### src/rtl/score_pkg.sv
// Shared definitions for the score display: game-state codes, segment
// patterns and the commit FSM state type.
package score_pkg;

    // Game-state encodings driven by the game logic
    localparam logic [1:0] STATE_START     = 2'b00;
    localparam logic [1:0] STATE_RUN       = 2'b01;
    localparam logic [1:0] STATE_OVER      = 2'b10;
    localparam logic [1:0] STATE_SHOW_HIGH = 2'b11;

    // All segments off (active-low)
    localparam logic [6:0] SEG_BLANK = 7'b1111111;

    // Active-low digit patterns, bit order {g,f,e,d,c,b,a}
    localparam logic [6:0] SEG_TABLE [0:9] = '{
        7'b1000000,  // 0
        7'b1111001,  // 1
        7'b0100100,  // 2
        7'b0110000,  // 3
        7'b0011001,  // 4
        7'b0010010,  // 5
        7'b0000010,  // 6
        7'b1111000,  // 7
        7'b0000000,  // 8
        7'b0010000   // 9
    };

    // Commit FSM: IDLE waits for a tick, ADD drains work into the score
    typedef enum logic {
        FSM_IDLE = 1'b0,
        FSM_ADD  = 1'b1
    } fsm_state_t;

endpackage

### src/rtl/seg7_decode.sv
// One BCD digit to active-low seven-segment pattern. Codes above 9 show '0'.
import score_pkg::*;

module seg7_decode (
    input  logic [3:0] i_bcd,
    output logic [6:0] o_seg
);

    // Table lookup; non-BCD codes fall back to the '0' pattern
    always_comb begin
        o_seg = SEG_TABLE[0];
        case (i_bcd)
            4'd0:    o_seg = SEG_TABLE[0];
            4'd1:    o_seg = SEG_TABLE[1];
            4'd2:    o_seg = SEG_TABLE[2];
            4'd3:    o_seg = SEG_TABLE[3];
            4'd4:    o_seg = SEG_TABLE[4];
            4'd5:    o_seg = SEG_TABLE[5];
            4'd6:    o_seg = SEG_TABLE[6];
            4'd7:    o_seg = SEG_TABLE[7];
            4'd8:    o_seg = SEG_TABLE[8];
            4'd9:    o_seg = SEG_TABLE[9];
            default: o_seg = SEG_TABLE[0];
        endcase
    end

endmodule

### src/rtl/score_bcd_disp.sv
// BCD score keeper with high-score register and registered 7-segment output.
// Scoring events accumulate in pend, move to work on a periodic commit tick,
// and work is drained one BCD increment per cycle while busy is high.
import score_pkg::*;

module score_bcd_disp #(
    parameter int NUM_DIGITS  = 4,
    parameter int TICK_CYCLES = 30_000_000,
    parameter int WEIGHT_K    = 1,
    parameter int WEIGHT_H    = 4,
    parameter int PEND_W      = 8
) (
    input  logic                    CLK_50M,
    input  logic                    RST,
    input  logic                    score_k,
    input  logic                    score_h,
    input  logic [1:0]              game_state,
    output logic [7*NUM_DIGITS-1:0] seg,
    output logic                    busy
);

    localparam int          BCD_W    = 4 * NUM_DIGITS;
    localparam int          TICK_W   = (TICK_CYCLES > 1) ? $clog2(TICK_CYCLES) : 1;
    localparam logic [31:0] PEND_MAX = 32'((64'd1 << PEND_W) - 64'd1);

    // Add one to a packed BCD value, rippling the carry upward digit by digit
    function automatic logic [BCD_W-1:0] bcd_inc(input logic [BCD_W-1:0] v);
        logic [BCD_W-1:0] res;
        logic             carry;
        res   = v;
        carry = 1'b1;
        for (int i = 0; i < NUM_DIGITS; i++) begin
            if (carry) begin
                if (v[4*i +: 4] == 4'd9) begin
                    res[4*i +: 4] = 4'd0;
                    carry         = 1'b1;
                end else begin
                    res[4*i +: 4] = v[4*i +: 4] + 4'd1;
                    carry         = 1'b0;
                end
            end else begin
                res[4*i +: 4] = v[4*i +: 4];
            end
        end
        return res;
    endfunction

    // True when every digit is 9 (score cannot grow further)
    function automatic logic bcd_all_nine(input logic [BCD_W-1:0] v);
        logic all9;
        all9 = 1'b1;
        for (int i = 0; i < NUM_DIGITS; i++) begin
            if (v[4*i +: 4] != 4'd9) begin
                all9 = 1'b0;
            end else begin
                all9 = all9;
            end
        end
        return all9;
    endfunction

    // a > b, compared digit by digit from the most significant digit
    function automatic logic bcd_greater(input logic [BCD_W-1:0] a,
                                         input logic [BCD_W-1:0] b);
        logic gt;
        logic done;
        gt   = 1'b0;
        done = 1'b0;
        for (int i = NUM_DIGITS - 1; i >= 0; i--) begin
            if (!done && (a[4*i +: 4] > b[4*i +: 4])) begin
                gt   = 1'b1;
                done = 1'b1;
            end else if (!done && (a[4*i +: 4] < b[4*i +: 4])) begin
                done = 1'b1;
            end else begin
                done = done;
            end
        end
        return gt;
    endfunction

    // Clamp a point sum to the pending accumulator range
    function automatic logic [PEND_W-1:0] pend_sat(input logic [31:0] v);
        if (v > PEND_MAX) begin
            return PEND_MAX[PEND_W-1:0];
        end else begin
            return v[PEND_W-1:0];
        end
    endfunction

    logic                    r_k_q;
    logic                    r_h_q;
    logic [1:0]              r_gs;
    logic [TICK_W-1:0]       r_tick_cnt;
    logic [PEND_W-1:0]       r_pend;
    logic [PEND_W-1:0]       r_work;
    logic [BCD_W-1:0]        r_score;
    logic [BCD_W-1:0]        r_high;
    logic [7*NUM_DIGITS-1:0] r_seg;
    fsm_state_t              r_state;
    fsm_state_t              w_state_next;

    logic                    w_run;
    logic                    w_start;
    logic                    w_tick;
    logic                    w_transfer;
    logic [31:0]             w_edge_pts;
    logic [BCD_W-1:0]        w_disp_bcd;
    logic [7*NUM_DIGITS-1:0] w_seg_dec;

    assign w_run      = (game_state == STATE_RUN);
    assign w_start    = (game_state == STATE_START);
    assign w_tick     = w_run && (r_tick_cnt == TICK_W'(TICK_CYCLES - 1));
    assign w_transfer = w_tick && (r_state == FSM_IDLE);
    // Edges only score while the game is running
    assign w_edge_pts = ((w_run && score_k && !r_k_q) ? 32'(WEIGHT_K) : 32'd0)
                      + ((w_run && score_h && !r_h_q) ? 32'(WEIGHT_H) : 32'd0);

    // FSM state register
    always_ff @(posedge CLK_50M or posedge RST) begin
        if (RST) begin
            r_state <= FSM_IDLE;
        end else begin
            r_state <= w_state_next;
        end
    end

    // FSM next state: start on a nonzero transfer, stop when work runs out
    always_comb begin
        w_state_next = r_state;
        if (w_start) begin
            w_state_next = FSM_IDLE;
        end else begin
            case (r_state)
                FSM_IDLE: begin
                    if (w_transfer && (r_pend != {PEND_W{1'b0}})) begin
                        w_state_next = FSM_ADD;
                    end else begin
                        w_state_next = FSM_IDLE;
                    end
                end
                FSM_ADD: begin
                    if (w_run && (r_work == PEND_W'(1))) begin
                        w_state_next = FSM_IDLE;
                    end else begin
                        w_state_next = FSM_ADD;
                    end
                end
                default: w_state_next = FSM_IDLE;
            endcase
        end
    end

    // Edge capture, tick counter, pend/work accumulators, score and high score
    always_ff @(posedge CLK_50M or posedge RST) begin
        if (RST) begin
            r_k_q      <= 1'b0;
            r_h_q      <= 1'b0;
            r_gs       <= STATE_START;
            r_tick_cnt <= {TICK_W{1'b0}};
            r_pend     <= {PEND_W{1'b0}};
            r_work     <= {PEND_W{1'b0}};
            r_score    <= {BCD_W{1'b0}};
            r_high     <= {BCD_W{1'b0}};
        end else begin
            r_k_q <= score_k;
            r_h_q <= score_h;
            r_gs  <= game_state;
            if (w_start) begin
                r_tick_cnt <= {TICK_W{1'b0}};
                r_pend     <= {PEND_W{1'b0}};
                r_work     <= {PEND_W{1'b0}};
                r_score    <= {BCD_W{1'b0}};
            end else if (w_run) begin
                r_tick_cnt <= w_tick ? {TICK_W{1'b0}} : (r_tick_cnt + TICK_W'(1));
                // The tick cycle's own edges go into the freshly emptied pend
                if (w_transfer) begin
                    r_work <= r_pend;
                    r_pend <= pend_sat(w_edge_pts);
                end else begin
                    r_pend <= pend_sat(32'(r_pend) + w_edge_pts);
                end
                // Work drains even when the score is pinned at all nines
                if (r_state == FSM_ADD) begin
                    r_work <= r_work - PEND_W'(1);
                    if (!bcd_all_nine(r_score)) begin
                        r_score <= bcd_inc(r_score);
                    end else begin
                        r_score <= r_score;
                    end
                end else begin
                    r_score <= r_score;
                end
            end else begin
                r_tick_cnt <= r_tick_cnt;
            end
            // Latch a new record on the RUN -> OVER transition only
            if ((r_gs == STATE_RUN) && (game_state == STATE_OVER)
                && bcd_greater(r_score, r_high)) begin
                r_high <= r_score;
            end else begin
                r_high <= r_high;
            end
        end
    end

    assign w_disp_bcd = (game_state == STATE_SHOW_HIGH) ? r_high : r_score;

    for (genvar g = 0; g < NUM_DIGITS; g++) begin : g_dig
        seg7_decode u_dec (
            .i_bcd (w_disp_bcd[4*g +: 4]),
            .o_seg (w_seg_dec[7*g +: 7])
        );
    end

    // Registered display: blank in START, else decoded score or high score
    always_ff @(posedge CLK_50M or posedge RST) begin
        if (RST) begin
            r_seg <= {NUM_DIGITS{SEG_BLANK}};
        end else if (w_start) begin
            r_seg <= {NUM_DIGITS{SEG_BLANK}};
        end else begin
            r_seg <= w_seg_dec;
        end
    end

    assign seg  = r_seg;
    assign busy = (r_state == FSM_ADD);

endmodule

### config.mk
export PLATFORM = sky130hd
export DESIGN_NAME = score_bcd_disp
export DESIGN_NICKNAME = d
export VERILOG_FILES = /design/src/rtl/score_pkg.sv /design/src/rtl/seg7_decode.sv /design/src/rtl/score_bcd_disp.sv
export SDC_FILE = /design/constraint.sdc
export NUM_CORES = 1
export LEC_CHECK = 0
export CAP_MARGIN = 20
export CORE_MARGIN = 2
export CORE_UTILIZATION = 58
export CTS_CLUSTER_DIAMETER = 150
export DETAILED_ROUTE_END_ITERATION = 10
export DONT_BUFFER_PORTS = 1
export MAX_ROUTING_LAYER = met4
export PLACE_DENSITY = 0.8
export SLEW_MARGIN = 10
export SYNTH_ARGS = -nofsm -noshare
export SYNTH_HDL_FRONTEND = slang
export SYNTH_SLANG_ARGS = --single-unit
export TNS_END_PERCENT = 10
### constraint.sdc
create_clock -name CLK_50M -period 3.15 [get_ports CLK_50M]
set_input_delay 0.63 -clock CLK_50M [delete_from_list [all_inputs] [get_ports CLK_50M]]
set_output_delay 0.63 -clock CLK_50M [all_outputs]
set_load 0.03 [all_outputs]
## Word level (Yosys, flattened, before mapping)

Memories as Yosys holds them, arrays and structs flattened.
Index checks and enable logic that the tools add are counted.

- Memories kept: 4
- Input bits: 6
- Output and inout bits: 29
- Logic and storage cells: 148
- ROM bits: 448
- Register bits after elaboration: 106

- Reduce and logical (&&, ||, !) cells: 33
- Eq/ne operators: 15
- $lt $le $gt $ge: 9
- $add $sub $neg: 8
- Muxes and demuxes: 65
- Bitwise operators: 1

Memory list:

| name | depth | width | read ports | clocked after memory_dff | write ports | RTL line | source |
|---|---|---|---|---|---|---|---|
| (name not given) | 16 | 7 | 1 | 0 | 0 | seg7_decode.sv:12 | `case (i_bcd)` |
| (name not given) | 16 | 7 | 1 | 0 | 0 | seg7_decode.sv:12 |  |
| (name not given) | 16 | 7 | 1 | 0 | 0 | seg7_decode.sv:12 |  |
| (name not given) | 16 | 7 | 1 | 0 | 0 | seg7_decode.sv:12 |  |

Operator list:

| cell | count |
|---|---|
| $mux W16 | 5 |
| $mux W25 | 3 |
| $mux W8 | 9 |
| $mux W1 | 38 |
| $mux W28 | 1 |
| $mux W4 | 7 |
| $add A25 B1 Y25 const B | 1 |
| $eq A25 B25 Y1 const B | 1 |
| $add A4 B1 Y4 const B | 4 |
| $eq A4 B4 Y1 const B | 4 |
| $gt A4 B4 Y1 | 4 |
| $ne A4 B4 Y1 const B | 4 |
| $logic_and A1 B1 Y1 | 15 |
| $lt A4 B4 Y1 | 3 |
| $reduce_and A4 Y1 | 3 |
| $reduce_bool A2 Y1 | 5 |
| $add A8 B4 Y9 | 1 |
| $gt A9 B8 Y1 const B | 1 |
| $eq A8 B1 Y1 const B | 1 |
| $gt A4 B8 Y1 const B | 1 |
| $reduce_bool A8 Y1 | 1 |
| $sub A8 B1 Y8 const B | 1 |
| $logic_not A1 Y1 | 5 |
| $add A1 B3 Y4 | 1 |
| other kinds (10) | 12 |

## Logic depth before layout (Yosys ltp)

Gate-level depths: netlist (run 1).

- Word-level depth: 27
- Mapped depth: 11
- Gate-level depth less buffers: 10

## Modules after synthesis

A second synthesis (run 1) with hierarchy kept.

- Cell total of the unflattened synthesis: 672
- Area total of the unflattened synthesis: 6,301.0 um2

Modules (own cells, without submodules):

| module | sequential area each (um2) | cells each | area an instance (um2) | instances |
|---|---|---|---|---|
| score_bcd_disp | 2,687.6 | 575 | 5,565.3 | 1 |
| seg7_decode at g_dig[0].u_dec ... | 0.0 | 24 | 183.9 | 3 |
| seg7_decode at g_dig[2].u_dec | 0.0 | 25 | 183.9 | 1 |

## Worst setup path after synthesis (run 1)

OpenSTA, ideal clock, no wires.

- Kind: input-to-reg
- Start point: input game_state[0]
- End point: register r_pend[6]
- Slack: 0.422 ns
- Required time: 3.056 ns
- Cell stages on the path: 11
- Buffers on the path: 2
- Data arrival time: 2.634 ns
- Library setup time: 0.094 ns
- Cell sequence: clkbuf_1 -> nand2_1 -> clkbuf_1 -> nor3b_1 -> ha_1 -> ha_1 -> a21oi_1 -> or2_2 -> nor3b_1 -> nor2_1 -> a211oi_1

- Cells in the longest elaborated chain, start to end: 11
- Elaborated cells on any way between the ends: 20
- Those cells by class: add/sub (2); order compare (2); eq/ne (1); mux (7); reduce/logical (8)

RTL lines:

| element | RTL line | source |
|---|---|---|
| start, declared | score_bcd_disp.sv:17 | `input logic [1:0] game_state,` |
| $eq A2 B1 Y1 | score_bcd_disp.sv:111 | `assign w_run = (game_state == STATE_RUN);` |
| $logic_and A1 B1 Y1, on equally long branches (2 in a row) | score_bcd_disp.sv:116, score_bcd_disp.sv:117 |  |
| $mux W1 or $mux W3 (tied branches) | score_bcd_disp.sv:116, score_bcd_disp.sv:117 |  |
| $add A1 B3 Y4 | score_bcd_disp.sv:117 | `+ ((w_run && score_h && !r_h_q) ? 32'(WEIGHT_H) : 32'd0);` |
| $add A8 B4 Y9 | score_bcd_disp.sv:181 | `r_pend <= pend_sat(32'(r_pend) + w_edge_pts);` |
| $gt A9 B8 Y1 | score_bcd_disp.sv:84 | `if (v > PEND_MAX) begin` |
| $mux W8 | score_bcd_disp.sv:84 |  |
| $mux W8 | score_bcd_disp.sv:177 | `if (w_transfer) begin` |
| $mux W8 | score_bcd_disp.sv:174 | `end else if (w_run) begin` |
| $mux W8 | score_bcd_disp.sv:169 | `if (w_start) begin` |
| end signal, assigned | score_bcd_disp.sv:171 | `r_pend <= {PEND_W{1'b0}};` |
| end signal, assigned | score_bcd_disp.sv:179 | `r_pend <= pend_sat(w_edge_pts);` |
| end signal, assigned | score_bcd_disp.sv:181 |  |
| end, declared | score_bcd_disp.sv:95 | `logic [PEND_W-1:0] r_pend;` |

Several ways; a longest one is shown, not always the timed one. The select of a mux whose other input is x is not followed.
A chain may end at the register's enable or synchronous reset.

## Final worst setup path (run 1)

- Start point: register r_score[1]
- End point: register r_high[12]

- Cells in the longest elaborated chain, start to end: 4

RTL lines:

| element | RTL line | source |
|---|---|---|
| start, declared | score_bcd_disp.sv:97 | `logic [BCD_W-1:0] r_score;` |
| start signal, assigned | score_bcd_disp.sv:163 | `r_score <= {BCD_W{1'b0}};` |
| start signal, assigned | score_bcd_disp.sv:173 | `r_score <= {BCD_W{1'b0}};` |
| start signal, assigned | score_bcd_disp.sv:187 | `r_score <= bcd_inc(r_score);` |
| $gt A4 B4 Y1 | score_bcd_disp.sv:70 | `if (!done && (a[4*i +: 4] > b[4*i +: 4])) begin` |
| $logic_and A1 B1 Y1 | score_bcd_disp.sv:70 |  |
| $mux W1 | score_bcd_disp.sv:70 |  |
| $logic_and A1 B1 Y1 | score_bcd_disp.sv:199 | `&& bcd_greater(r_score, r_high)) begin` |
| end signal, assigned | score_bcd_disp.sv:164 | `r_high <= {BCD_W{1'b0}};` |
| end signal, assigned | score_bcd_disp.sv:200 | `r_high <= r_score;` |
| end signal, assigned | score_bcd_disp.sv:202 | `r_high <= r_high;` |
| end, declared | score_bcd_disp.sv:98 | `logic [BCD_W-1:0] r_high;` |

No other way between the ends.

==> run metrics, run 1 <==
status complete, no violations; setup TNS 0 ns; Final min period 2.35 ns; diode count 0; Vias/cell 6.18; Distinct cells, synth 59; main area contributors after synthesis dfrtp_1 32%, dfstp_2 12%, ha_1 9.3%; drt initial violations 203; Clock Latency Late Sink 0.38 ns; Post-synth EDFFs 0; Slew Viols, Final 0; die area 11,500 µm²; core box area 10,400 µm²; RSZ-0062 raised after global routing false; # DRC 0; most used flip-flop cell after synthesis dfrtp_1; post-CTS sizing 0; Layout fillers 827; area share of the largest cell type after synthesis 31.5%; cell count after synthesis 645; CTS max path bufs 2; vias in the first global route 4,716; CP Data Arrival Time 2.62 ns; mean area per synthesized cell 9.61 µm²; Rel. slew slack 49.7%; number of max-cap violations 0; antenna violations before repair 0; Seq/Total Area, Yosys 43.4%; Post CTS Setup Buffer Count 0; Final Wtd Congestion 0.863; cell row count 37; wire length per cell 16.3 µm; post-synthesis async set-or-reset flop share 100%; post-synth top area cell dfrtp_1; post-DP HPWL 9030 µm; Worst R2R Setup Slack 0.80 ns; largest fanout on the critical path 8; Final setup viols 0; Buffers on Ports 0; cell area after synthesis 6200 µm²; Initial Util 59.7%; CP startpoint kind flop; area growth from synthesis to layout 5.98%; first-pass GRT wire length 21,600 µm; Period Utilization, post-route 74.7%; Root Buffer clkbuf_8; # clock sinks 106; Tot Pwr 0.00350 W; # IOs 35; HP Class input pin to async pin; PwrDens 533 nW/µm²; clock-pin slew of the registers on the worst-case setup and hold paths 0.10 ns; Slew @ Worst Pin 0.749 ns; static leakage 3.07 nW; Pre-Repair DR Iteration Count 5; TritonCTS Buffers 9; synth warn 0; critical path class flop to flop; Worst Clk Skew 0.0117 ns; share of cells above drive strength 1 13.3%; die height 107 µm; Final WS setup 0.796 ns; vias 4,849; grt total ovfl 0; H-tree level count 3; post-route ant nets 0; fmax 425 MHz; Seq cells post-synth 106; CP required 3.41 ns; die width 107 µm; Overall Global Routing Usage 23.7%; Post-CTS Hold Fix Bufs 0; pre-CTS WS 0.619 ns; pin count of the biggest net entering global routing 78; Synth Net Count 697; Final nets 696; final hold violation count 0; crit path capture type flop; Worst VDD drop 0.341 mV; CTS tree yes; Total Routed Length 12,800 µm
## final cells by class
class                      count  area [µm²]  share of cell area, %
sequential                   106        2690                   40.9
clock buffer                  11         141                   2.15
clock inverter                 5        62.6                  0.953
inverter                      44         169                   2.57
multi-input combinational    472        3240                   49.4
tap                          136         170                   2.59
timing repair buffer          11        95.1                   1.45
## Yosys cell counts (15+ instances only)
cell     number
a21oi_1      30
a31oi_1      16
dfrtp_1      78
dfstp_2      28
ha_1         46
inv_1        44
mux2_2       20
mux2i_1      32
nand2_1      69
nand3_1      30
nor2_1       29
nor3_1       15
o21ai_0      48
## worst max-delay path, cell delays in order (launching register included)
cell,delay (ns)
dfrtp_1,0.45
ha_1,0.33
nor2b_1,0.14
a2111oi_0,0.45
o21ai_0,0.19
o2111ai_2,0.10
buf_4,0.21
mux2_2,0.35
## final timing paths
| check | startpoint | endpoint | depth (start not counted) |
|---|---|---|---|
| worst max-delay path | r_score[1] | r_high[12] | 7 |
| worst min-delay path | RST | r_score[14] | 1 |
| worst max register to register | r_score[1] | r_high[12] | 7 |
| worst min register to register | r_tick_cnt[24] | r_tick_cnt[24] | 1 |
| max in group asynchronous | RST | seg[7] | 2 |
| min in group CLK_50M | game_state[0] | r_gs[0] | 0 |
## logic make-up after synthesis
kind of cell               Yosys count  synth area share (%)
and+or+nand+nor                    212                  17.4
AOI/OAI and AO/OA                  153                  15.5
buffers and inverters               67                  4.32
DFF                                106                  43.4
adders and majority gates           46                  9.29
muxes                               52                  8.80
xor gates and xnor gates             9                  1.27
## registers in the layout, indices dropped and copies added, names as in the netlist
| name | cells |
|---|---|
| r_gs | 2 |
| seg | 28 |
| r_h_q | 1 |
| r_high | 16 |
| r_k_q | 1 |
| busy | 1 |
| r_tick_cnt | 25 |
| r_score | 16 |
| r_pend | 8 |
| r_work | 8 |
## cells in the final DEF (no fill, tap or decap), types with 28 or more instances in the layout
master   instances
nand3_1         30
dfstp_2         28
nand2_1         69
nor2_1          29
inv_1           43
mux2i_1         32
ha_1            46
dfrtp_1         78
a21oi_1         30
o21ai_0         48
## report_power, final
group / switching, W / internal (W) / total [W]
Clock: 0.000467 / 0.000394 / 0.000861
Combinational: 0.000443 / 0.000326 / 0.000769
Sequential: 0.000287 / 0.00158 / 0.00187
Total: 0.00120 / 0.00230 / 0.00350
## per-stage QoR
step	hold WS (ns)	std cells	cell area, µm²	util, %
2_1_floorplan	0.442	645	6200	-
3_3_place_gp	0.472	769	6360	61.4
3_5_place_dp	0.471	769	6360	61.4
4_1_cts	0.197	785	6570	63.3
5_1_grt	0.223	785	6570	63.3
6_report	0.207	785	6570	63.3
## routing by layer
| layer | wire length (µm) | global-route usage [%] | vias up |
|---|---|---|---|
| met5 | 0 | - | - |
| met4 | 163 | 6.96 | 0 |
| met3 | 591 | 5.15 | 16 |
| met2 | 6570 | 40.3 | 110 |
| met1 | 5460 | 28.6 | 2388 |
| li1 | - | - | 2335 |
Note: power is estimated with default switching activity, not from simulation.
==> inputs of run 2 (changes only) <==
- PLACE_DENSITY: 0.8 -> 0.78
- clock period: 3.15 -> 2.3 ns (I/O delays scaled with it)
==> run 2 against run 1 <==
Worst hold slack worse by 0.17 ns. Final cell count is 4.3% higher. Via count is 3.2% higher. Maximum frequency is 6.4% higher. Clock power is 45% higher. Combinational power is 70% higher. Flip-flop and latch count stayed put.
==> run metrics, run 2 (same netlist as run 1, synthesis figures left out) <==
post-DP HPWL 9300 µm; die height 107 µm; Buffers on Ports 0; Rel. slew slack 52.3%; commonest cells after routing, fill and taps aside 78 x dfrtp_1, 69 x nand2_1, 46 x o21ai_0, 46 x ha_1, 43 x inv_1; Root Buffer clkbuf_8; CP Data Arrival Time 2.52 ns; post-route ant nets 0; Initial Util 59.7%; clock-pin slew of the registers on the worst-case setup and hold paths 0.10 ns; switching share of power 34.2%; Power Internal 0.00334 W; Logic pwr share 25.9%; vias in the first global route 4,975; status complete, no violations; switching pwr 0.00174 W; Vias/cell 6.11; Overall Global Routing Usage 25.2%; Setup crit end r_score[15]; Final min period 2.21 ns; largest fanout on the critical path 5; pin count of the biggest net entering global routing 45; final hold violation count 0; die area 11,500 µm²; area growth from synthesis to layout 11.6%; Cells after DPL 799; vias 5,002; CTS max path bufs 2; CP startpoint r_score[1]; CTS tree yes; Worst R2R Setup Slack 0.09 ns; PwrDens 735 nW/µm²; RSZ-0062 raised after global routing true; Tot Pwr 0.00508 W; diode count 0; CP startpoint kind flop; fmax 452 MHz; Final nets 731; Worst VDD drop 0.568 mV; most common library cell in the layout ignoring fill and taps dfrtp_1; Seq pwr share 49.6%; Final setup viols 0; clock power share 24.5%; TritonCTS Buffers 9; grt total ovfl 0; core box area 10,400 µm²; Crit Reg-Reg Startpoint r_score[1]; R2R depth 8; cell row count 37; Slew Viols, Final 0; HP Class input pin to async pin; setup TNS 0 ns; Worst Clk Skew 0.0133 ns; worst r2r dst r_score[15]; static leakage 3.26 nW; antenna violations before repair 0; die width 107 µm; Period Utilization, post-route 96.1%; H-tree level count 3; first-pass GRT wire length 22,800 µm; share of cells above drive strength 1 18.2%; Largest register FFs 28; Total Routed Length 13,600 µm; number of max-cap violations 0; Slew @ Worst Pin 0.709 ns; # clock sinks 106; Pre-Repair DR Iteration Count 5; crit path capture type flop; final core occ 66.7%; Final Wtd Congestion 0.888; Final Non-Filler Cells 819; drt initial violations 267; CP required 2.61 ns; critical path class flop to flop; # DRC 0; wire length per cell 16.6 µm; # IOs 35; Clock Latency Late Sink 0.39 ns
## run 2: cell count changes in the layout (fill, tap and decap cells not counted), sizes merged
cell,before,now
buf,11,45
o2111ai,1,2
inv,44,43
clkbuf,11,10
bufinv,1,2
## run 2: worst min-delay path by stage
stage | cells past startpoint | startpoint | endpoint
after global routing | 0 | game_state[0] | r_gs[0]
after global placement | 1 | RST | r_score[2]
final | 1 | RST | r_high[1]
after detailed placement | 1 | RST | r_work[3]
after CTS | 1 | RST | r_score[0]
after floorplan | 1 | r_tick_cnt[24] | r_tick_cnt[24]
## run 2: cell type report
cell class              instances  area (µm²)
flip-flops and latches        106        2690
clock buffers                  10         128
clock inverters                 5        80.1
inverters                      44         169
well taps                     136         170
repair buffers                 45         375
multi-input cells             473        3300
fillers                       811        3460
## run 2: metrics by stage
step           hold WS [ns]  setup WS [ns]  cell area (µm²)
2_1_floorplan         0.442         -0.258             6200
3_3_place_gp          0.468        -0.0835             6610
3_5_place_dp          0.477         -0.195             6610
4_1_cts              0.0478         0.0179             6850
5_1_grt              0.0700        -0.0547             6910
6_report             0.0326         0.0890             6910
## run 2: per-layer routing
metal,routed length (µm),up-vias,global-route usage (%)
li1,-,2412,-
met1,5870,2447,29.7
met2,6870,109,42.8
met3,491,34,5.57
met4,334,0,8.97
met5,0,-,-
## run 2: worst max-delay path, cell delays in order, from the launching register on
cell and delay, ns:
dfrtp_1 0.40, buf_4 0.15, inv_1 0.09, ha_1 0.15, nand3b_1 0.19, nor3_4 0.28, a41oi_1 0.30, or3_1 0.41
a21oi_1 0.16
## run 2: timing repair
item / in CTS / in global routing
buffers inserted: 2 / 2
pin swaps: 0 / 2
setup endpoints to repair: 16 / 23
resized for setup: 1 / 9
hold buffers: 0 / 0
cloned: 0 / 1
## run 2: power by group through the flow
stage               sequential [W]  combinational, W  clock (W)
finish                     0.00252           0.00131    0.00125
global route               0.00255           0.00148    0.00133
CTS                        0.00252           0.00120    0.00127
detailed placement         0.00255           0.00117          0
global placement           0.00254           0.00111          0
floorplan                  0.00253          0.000839          0
